### src/rtl/calc_pkg.sv
// Shared types and encodings for the calculator operation sequencer.
package calc_pkg;

    typedef enum logic [2:0] {
        ST_IDLE    = 3'd0,
        ST_PUSH_SW = 3'd1,
        ST_POP_B   = 3'd2,
        ST_POP_A   = 3'd3,
        ST_EXEC    = 3'd4,
        ST_PUSH_Y  = 3'd5
    } state_e;

    localparam logic [1:0] MEM_NOP  = 2'b00;
    localparam logic [1:0] MEM_PUSH = 2'b01;
    localparam logic [1:0] MEM_POP  = 2'b10;

    localparam logic [3:0] OP_ADD = 4'b0001;
    localparam logic [3:0] OP_SUB = 4'b0010;
    localparam logic [3:0] OP_AND = 4'b0100;
    localparam logic [3:0] OP_OR  = 4'b1000;

endpackage

### src/rtl/btn_edge.sv
// Rising-edge detector over a vector of debounced button levels.
module btn_edge #(
    parameter int W = 1
) (
    input  logic         clk,
    input  logic         rst,
    input  logic [W-1:0] lvl,
    output logic [W-1:0] rise
);

    logic [W-1:0] lvl_q;
    logic         arm_q;

    // History clears on reset; the first cycle after reset only loads it, so a held button never fires.
    always_ff @(posedge clk) begin
        if (rst) begin
            lvl_q <= '0;
            arm_q <= 1'b0;
        end else begin
            lvl_q <= lvl;
            arm_q <= 1'b1;
        end
    end

    assign rise = lvl & ~lvl_q & {W{arm_q}};

endmodule

### src/rtl/calc_op_sequencer.sv
// Calculator sequencer: drives the operand memory and ALU for enter/op presses.
// Optional build macro CALC_OVF_TRAP_EN: trap ALU overflow in EXEC instead of pushing Y.
module calc_op_sequencer
    import calc_pkg::*;
#(
    parameter int DATA_W = 32,
    parameter int SW_W   = 16,
    parameter int OP_W   = 4,
    parameter int DEPTH  = 16
) (
    input  logic                         clk,
    input  logic                         rst,
    input  logic                         btn_enter,
    input  logic [OP_W-1:0]              btn_op,
    input  logic [SW_W-1:0]              switches,
    output logic [1:0]                   mem_cmd,
    output logic [DATA_W-1:0]            mem_wdata,
    input  logic                         mem_ack,
    input  logic [DATA_W-1:0]            mem_rdata,
    output logic [DATA_W-1:0]            alu_a,
    output logic [DATA_W-1:0]            alu_b,
    output logic [OP_W-1:0]              alu_op,
    input  logic [DATA_W-1:0]            alu_y,
    input  logic                         alu_ovf,
    output logic [DATA_W-1:0]            result,
    output logic [$clog2(DEPTH+1)-1:0]   count,
    output logic                         busy,
    output logic                         err
);

    localparam int CNT_W = $clog2(DEPTH+1);
    localparam logic [CNT_W-1:0] CNT_FULL = CNT_W'(DEPTH);
    localparam logic [CNT_W-1:0] CNT_TWO  = CNT_W'(2);

    state_e              state_q, state_d;
    logic [OP_W-1:0]     op_q, op_d;
    logic [OP_W-1:0]     aluop_q, aluop_d;
    logic [DATA_W-1:0]   wdata_q, wdata_d;
    logic [DATA_W-1:0]   a_q, a_d;
    logic [DATA_W-1:0]   b_q, b_d;
    logic [DATA_W-1:0]   result_q, result_d;
    logic [CNT_W-1:0]    count_q, count_d;
    logic                err_q, err_d;

    logic [OP_W:0]       rise;
    logic                enter_rise;
    logic [OP_W-1:0]     op_rise;

    btn_edge #(.W(OP_W+1)) u_btn_edge (
        .clk  (clk),
        .rst  (rst),
        .lvl  ({btn_op, btn_enter}),
        .rise (rise)
    );

    assign enter_rise = rise[0];
    assign op_rise    = rise[OP_W:1];

    // Lowest-index op wins when several rise together.
    function automatic logic [OP_W-1:0] first_one(input logic [OP_W-1:0] v);
        logic [OP_W-1:0] f;
        f = '0;
        for (int i = OP_W-1; i >= 0; i--) begin
            if (v[i]) begin
                f    = '0;
                f[i] = 1'b1;
            end
        end
        return f;
    endfunction

`ifndef CALC_OVF_TRAP_EN
    logic unused_ovf;
    assign unused_ovf = alu_ovf;
`endif

    always_comb begin
        state_d  = state_q;
        op_d     = op_q;
        wdata_d  = wdata_q;
        a_d      = a_q;
        b_d      = b_q;
        result_d = result_q;
        count_d  = count_q;
        err_d    = err_q;
        case (state_q)
            ST_IDLE: begin
                if (enter_rise) begin
                    if (count_q == CNT_FULL) begin
                        err_d = 1'b1;
                    end else begin
                        wdata_d = DATA_W'(switches);
                        state_d = ST_PUSH_SW;
                    end
                end else if (|op_rise) begin
                    if (count_q < CNT_TWO) begin
                        err_d = 1'b1;
                    end else begin
                        op_d    = first_one(op_rise);
                        state_d = ST_POP_B;
                    end
                end
            end
            ST_PUSH_SW: begin
                if (mem_ack) begin
                    count_d  = count_q + 1'b1;
                    result_d = wdata_q;
                    err_d    = 1'b0;
                    state_d  = ST_IDLE;
                end
            end
            ST_POP_B: begin
                if (mem_ack) begin
                    b_d     = mem_rdata;
                    count_d = count_q - 1'b1;
                    state_d = ST_POP_A;
                end
            end
            ST_POP_A: begin
                if (mem_ack) begin
                    a_d     = mem_rdata;
                    count_d = count_q - 1'b1;
                    state_d = ST_EXEC;
                end
            end
            ST_EXEC: begin
                wdata_d = alu_y;
                state_d = ST_PUSH_Y;
`ifdef CALC_OVF_TRAP_EN
                if (alu_ovf) begin
                    err_d   = 1'b1;
                    state_d = ST_IDLE;
                end
`endif
            end
            ST_PUSH_Y: begin
                if (mem_ack) begin
                    count_d  = count_q + 1'b1;
                    result_d = wdata_q;
                    state_d  = ST_IDLE;
                end
            end
            default: state_d = ST_IDLE;
        endcase
        aluop_d = (state_d == ST_EXEC) ? op_q : '0;
    end

    always_ff @(posedge clk) begin
        if (rst) begin
            state_q  <= ST_IDLE;
            op_q     <= '0;
            aluop_q  <= '0;
            wdata_q  <= '0;
            a_q      <= '0;
            b_q      <= '0;
            result_q <= '0;
            count_q  <= '0;
            err_q    <= 1'b0;
        end else begin
            state_q  <= state_d;
            op_q     <= op_d;
            aluop_q  <= aluop_d;
            wdata_q  <= wdata_d;
            a_q      <= a_d;
            b_q      <= b_d;
            result_q <= result_d;
            count_q  <= count_d;
            err_q    <= err_d;
        end
    end

    always_comb begin
        case (state_q)
            ST_PUSH_SW, ST_PUSH_Y: mem_cmd = MEM_PUSH;
            ST_POP_B, ST_POP_A:    mem_cmd = MEM_POP;
            default:               mem_cmd = MEM_NOP;
        endcase
    end

    assign mem_wdata = wdata_q;
    assign alu_a     = a_q;
    assign alu_b     = b_q;
    assign alu_op    = aluop_q;
    assign result    = result_q;
    assign count     = count_q;
    assign busy      = (state_q != ST_IDLE);
    assign err       = err_q;

endmodule

### config.mk
export PLATFORM = sky130hd
export DESIGN_NAME = calc_op_sequencer
export DESIGN_NICKNAME = d
export VERILOG_FILES = /design/src/rtl/calc_pkg.sv /design/src/rtl/btn_edge.sv /design/src/rtl/calc_op_sequencer.sv
export SDC_FILE = /design/constraint.sdc
export NUM_CORES = 1
export LEC_CHECK = 0
export BUFFER_PORTS_ARGS = -buffer_cell sky130_fd_sc_hd__buf_2
export CAP_MARGIN = 20
export CORE_MARGIN = 4
export CORE_UTILIZATION = 33
export CTS_BUF_LIST = sky130_fd_sc_hd__clkbuf_4 sky130_fd_sc_hd__clkbuf_8 sky130_fd_sc_hd__clkbuf_16
export DETAILED_ROUTE_END_ITERATION = 10
export GPL_TIMING_DRIVEN = 0
export PLACE_DENSITY = 0.57
export SLEW_MARGIN = 5
export SYNTH_ARGS = -nofsm -noshare
export SYNTH_HDL_FRONTEND = slang
export SYNTH_SLANG_ARGS = --single-unit
### constraint.sdc
create_clock -name clk -period 5.48 [get_ports clk]
set_input_delay 0.274 -clock clk [delete_from_list [all_inputs] [get_ports clk]]
set_output_delay 0.274 -clock clk [all_outputs]
set_load 0.1 [all_outputs]
==> results.md <==
- Status: completed
- Worst r2r dst: count[4]$_SDFFE_PP0P_
- Via/cell ratio: 4.62
- Clk_skew: 8.39 ps
- Syn Std Cell Area: 5570 um2
- Seq/Total Area, Yosys: 0.543
- Startpoint types: register
- HP Start: alu_y[16]
- Final period utilization: 0.449
- Worst Setup Path Type: reg -> reg
- Resized Gates After CTS: 0
- Via count: 5162
- Unrepaired setup endpoints after global routing: no
- CP max-delay cell: fa_1
- First-pass GRT wire length: 25.4 mm
- Top-area cell type share of the netlist area: 0.543
- Number of DRC markers in iteration 0: 191
- Post-DRT Antenna Nets: 0
- Diodes inserted: 0
- Worst hold path depth: 2
- EDFF count, synth: 0
- Die height: 138 um
- Cells along the critical path: buf_6 > nor2b_1 > inv_1 > fa_1 > a21o_1 > a21oi_1 > xnor2_1 > or3_1 > a21oi_1
- Most numerous cell in the Yosys netlist: nand2_1
- CP Depth: 9
- Hpwl dp: 12.5 mm
- Hold_buf cts: 0
- Post-Place Worst Slack: 3050 ps
- Min Clock Period, post-route: 2460 ps
- Max Cap Viol: 0
- TritonCTS clock tree: done
- Post-synthesis cell type count: ~40
- Port-buffer cells: between 200 and 250
- Final WS setup: 3020 ps
- Clk sinks: 151
- Most common cell on crit path: a21oi_1
- Crit-path max cell delay: roughly 490 ps
- Crit Reg-Reg Startpoint: state_q[0]$_SDFF_PP0_
- Effective utilization at floorplan: 0.336
- Crit. End Element: register
- Remaining DRCs: 0
- Synth area leader: dfxtp_1
- Initial antenna violation count: 0
- Largest net degree at the start of global routing: 17
- End of the worst hold path: mem_wdata[16]$_SDFFE_PP0P_
- CTS H-tree lvls: 4
- Avg Inst Size Synth: approximately 8.7 um2
- Final Net Count: roughly 1000
- Core Box Area: 16600 um2
- Syn Nets: 734
- Synthesis Warnings: 0
- Critical path arrival: around 2800 ps
- Chip width: 138 um
- Post-synth top cells: 195 x nand2_1, 151 x dfxtp_1, 103 x a21oi_1
- Root Driver: clkbuf_16
- Final WL: approximately 17 mm
- Pre-antenna DRT Iters: 4
- Synth Instances: 641
- R2R setup slack: 3020 ps
- Synth Flop Type: dfxtp_1
- Worst-Skew Late Latency: 420 ps
- Worst path required time: 5820 ps
- Slew Viols, Final: 0
- Hold Path Class: in -> reg
- Async S/R FF share, synth: 0
- Worst-path fanout max: 10
- Synth area leaders: dfxtp_1 54%, nand2_1 13%, a21oi_1 9.3%
- Achievable Freq: ~0.41 GHz
- Row Count: 47
- Max_slew headroom: 0.583
- WP buf/inv: 2
- CTS Buf Count: 17
- Pleak: 0.00336 uW
- CTS clk-pin slew, worst paths: 60 ps
- Worst reg2reg path depth: 9
- Tot GR Track Use: 0.171
- P&R area growth vs syn: 37.1%
- Power per Cell Area: 434 nW/um2
- Delay-heaviest family, CP: simple AND/OR/NAND/NOR gates
- Total die area: 19000 um2
- Peak supply drop: 0.000373 V
- Final total power: approximately 3300 uW
- Setup_tns: 0 ps
- Clk buf depth: 2
- Vias in the first global route: 4866
- Final Hold Fails: 0
- Share of cells above drive strength 1: 0.319
- Setup bufs post-CTS: 0
- Wire length per cell: 14.9 um
- Worst Max-Slew Pin Slew: 626 ps
- Gpl congestion: about 0.8
- Ports: 230
- Setup violators final: 0
- Yosys reg bits: 151
- GR Overflow Total: 0
==> cells by family after synthesis <==
logic type	count (synthesis)	share of synthesized area
flip-flops	151	0.543
multiplexers	21	0.0377
XOR/XNOR	4	0.00629
AO/OA/AOI/OAI	145	0.154
adder cells (fa/ha/maj)	4	0.0103
AND/OR/NAND/NOR	266	0.204
buffers and inverters	50	0.0451
==> through the flow <==
step | cell area (um2) | cells | util | hold slack (ps)
after global placement | 6980 | 1087 | 0.421 | 438
after global routing | 7640 | 1117 | 0.460 | 43.8
after CTS | 7640 | 1117 | 0.460 | 42.7
after detailed placement | 6980 | 1087 | 0.421 | 440
final | 7640 | 1117 | 0.460 | 67.7
after floorplan | 5570 | 641 | - | 399
==> where the power goes <==
part / leakage, uW / internal (uW) / switching (uW) / total (uW)
clock network: 0.000316 / 856 / 454 / 1310
registers: 0.00122 / 1150 / 46.1 / 1200
logic: 0.00182 / 188 / 618 / 806
==> sequential cells by signal, indices dropped and copies added, names as in the netlist <==
name,cells
alu_a,32
alu_b,32
alu_op,4
count,5
err,1
mem_wdata,32
op_q,4
result,32
state_q,3
u_btn_edge.arm_q,1
u_btn_edge.lvl_q,5
==> per-layer routing <==
| layer | track usage | vias up | part of all wire |
|---|---|---|---|
| met2 | 0.267 | 155 | 0.46 |
| met3 | 0.0490 | 20 | 0.067 |
| met5 | 0 | - | 0 |
| li1 | - | 2635 | - |
| met1 | 0.227 | 2352 | 0.46 |
| met4 | 0.0615 | 0 | 0.019 |
==> worst register-to-register path, stage by stage (launching register included) <==
cell and delay (ps):
dfxtp_1 320, buf_6 120, nor2b_1 340, inv_1 220, fa_1 490, a21o_1 200, a21oi_1 160, xnor2_1 90
or3_1 310, a21oi_1 140
==> cell type report <==
type / instances / area, um2
Timing Repair Buffer: 226 / 1130
Clock buffer: 18 / 433
Tap cell: 220 / 275
Buffer: 47 / 240
Inverter: 3 / 11.3
Clock inverter: 12 / 226
Sequential cell: 151 / 3020
Fill cell: 1757 / 8950
Multi-Input combinational cell: 440 / 2300
==> how the worst max path moves through the flow <==
stage                          start                     to  slack [ps]
5_1_grt        state_q[0]$_SDFF_PP0_  count[4]$_SDFFE_PP0P_        2780
3_3_place_gp   state_q[0]$_SDFF_PP0_  count[4]$_SDFFE_PP0P_        3070
2_1_floorplan  state_q[0]$_SDFF_PP0_  count[4]$_SDFFE_PP0P_        1640
6_report       state_q[0]$_SDFF_PP0_  count[4]$_SDFFE_PP0P_        3020
4_1_cts        state_q[0]$_SDFF_PP0_  count[4]$_SDFFE_PP0P_        3030
3_5_place_dp   state_q[0]$_SDFF_PP0_  count[4]$_SDFFE_PP0P_        3050
==> placed cells by master, fill, tap and decap left out, types with 3 or more instances in the layout <==
master     count
a211oi_1      16
and3_1         5
buf_2        238
nor2b_1       12
buf_4          7
dfxtp_1      151
clkbuf_16     17
nand3b_1       3
a22o_1        16
bufinv_16      6
and3b_1        3
nand2b_1       3
xnor2_1        3
inv_1          3
clkbuf_1      24
mux2i_1       21
a21oi_1      103
o21ai_0        3
buf_6          3
nand2_1      195
nor2_1        29
ha_1           3
(Power assumes the default switching activity.)
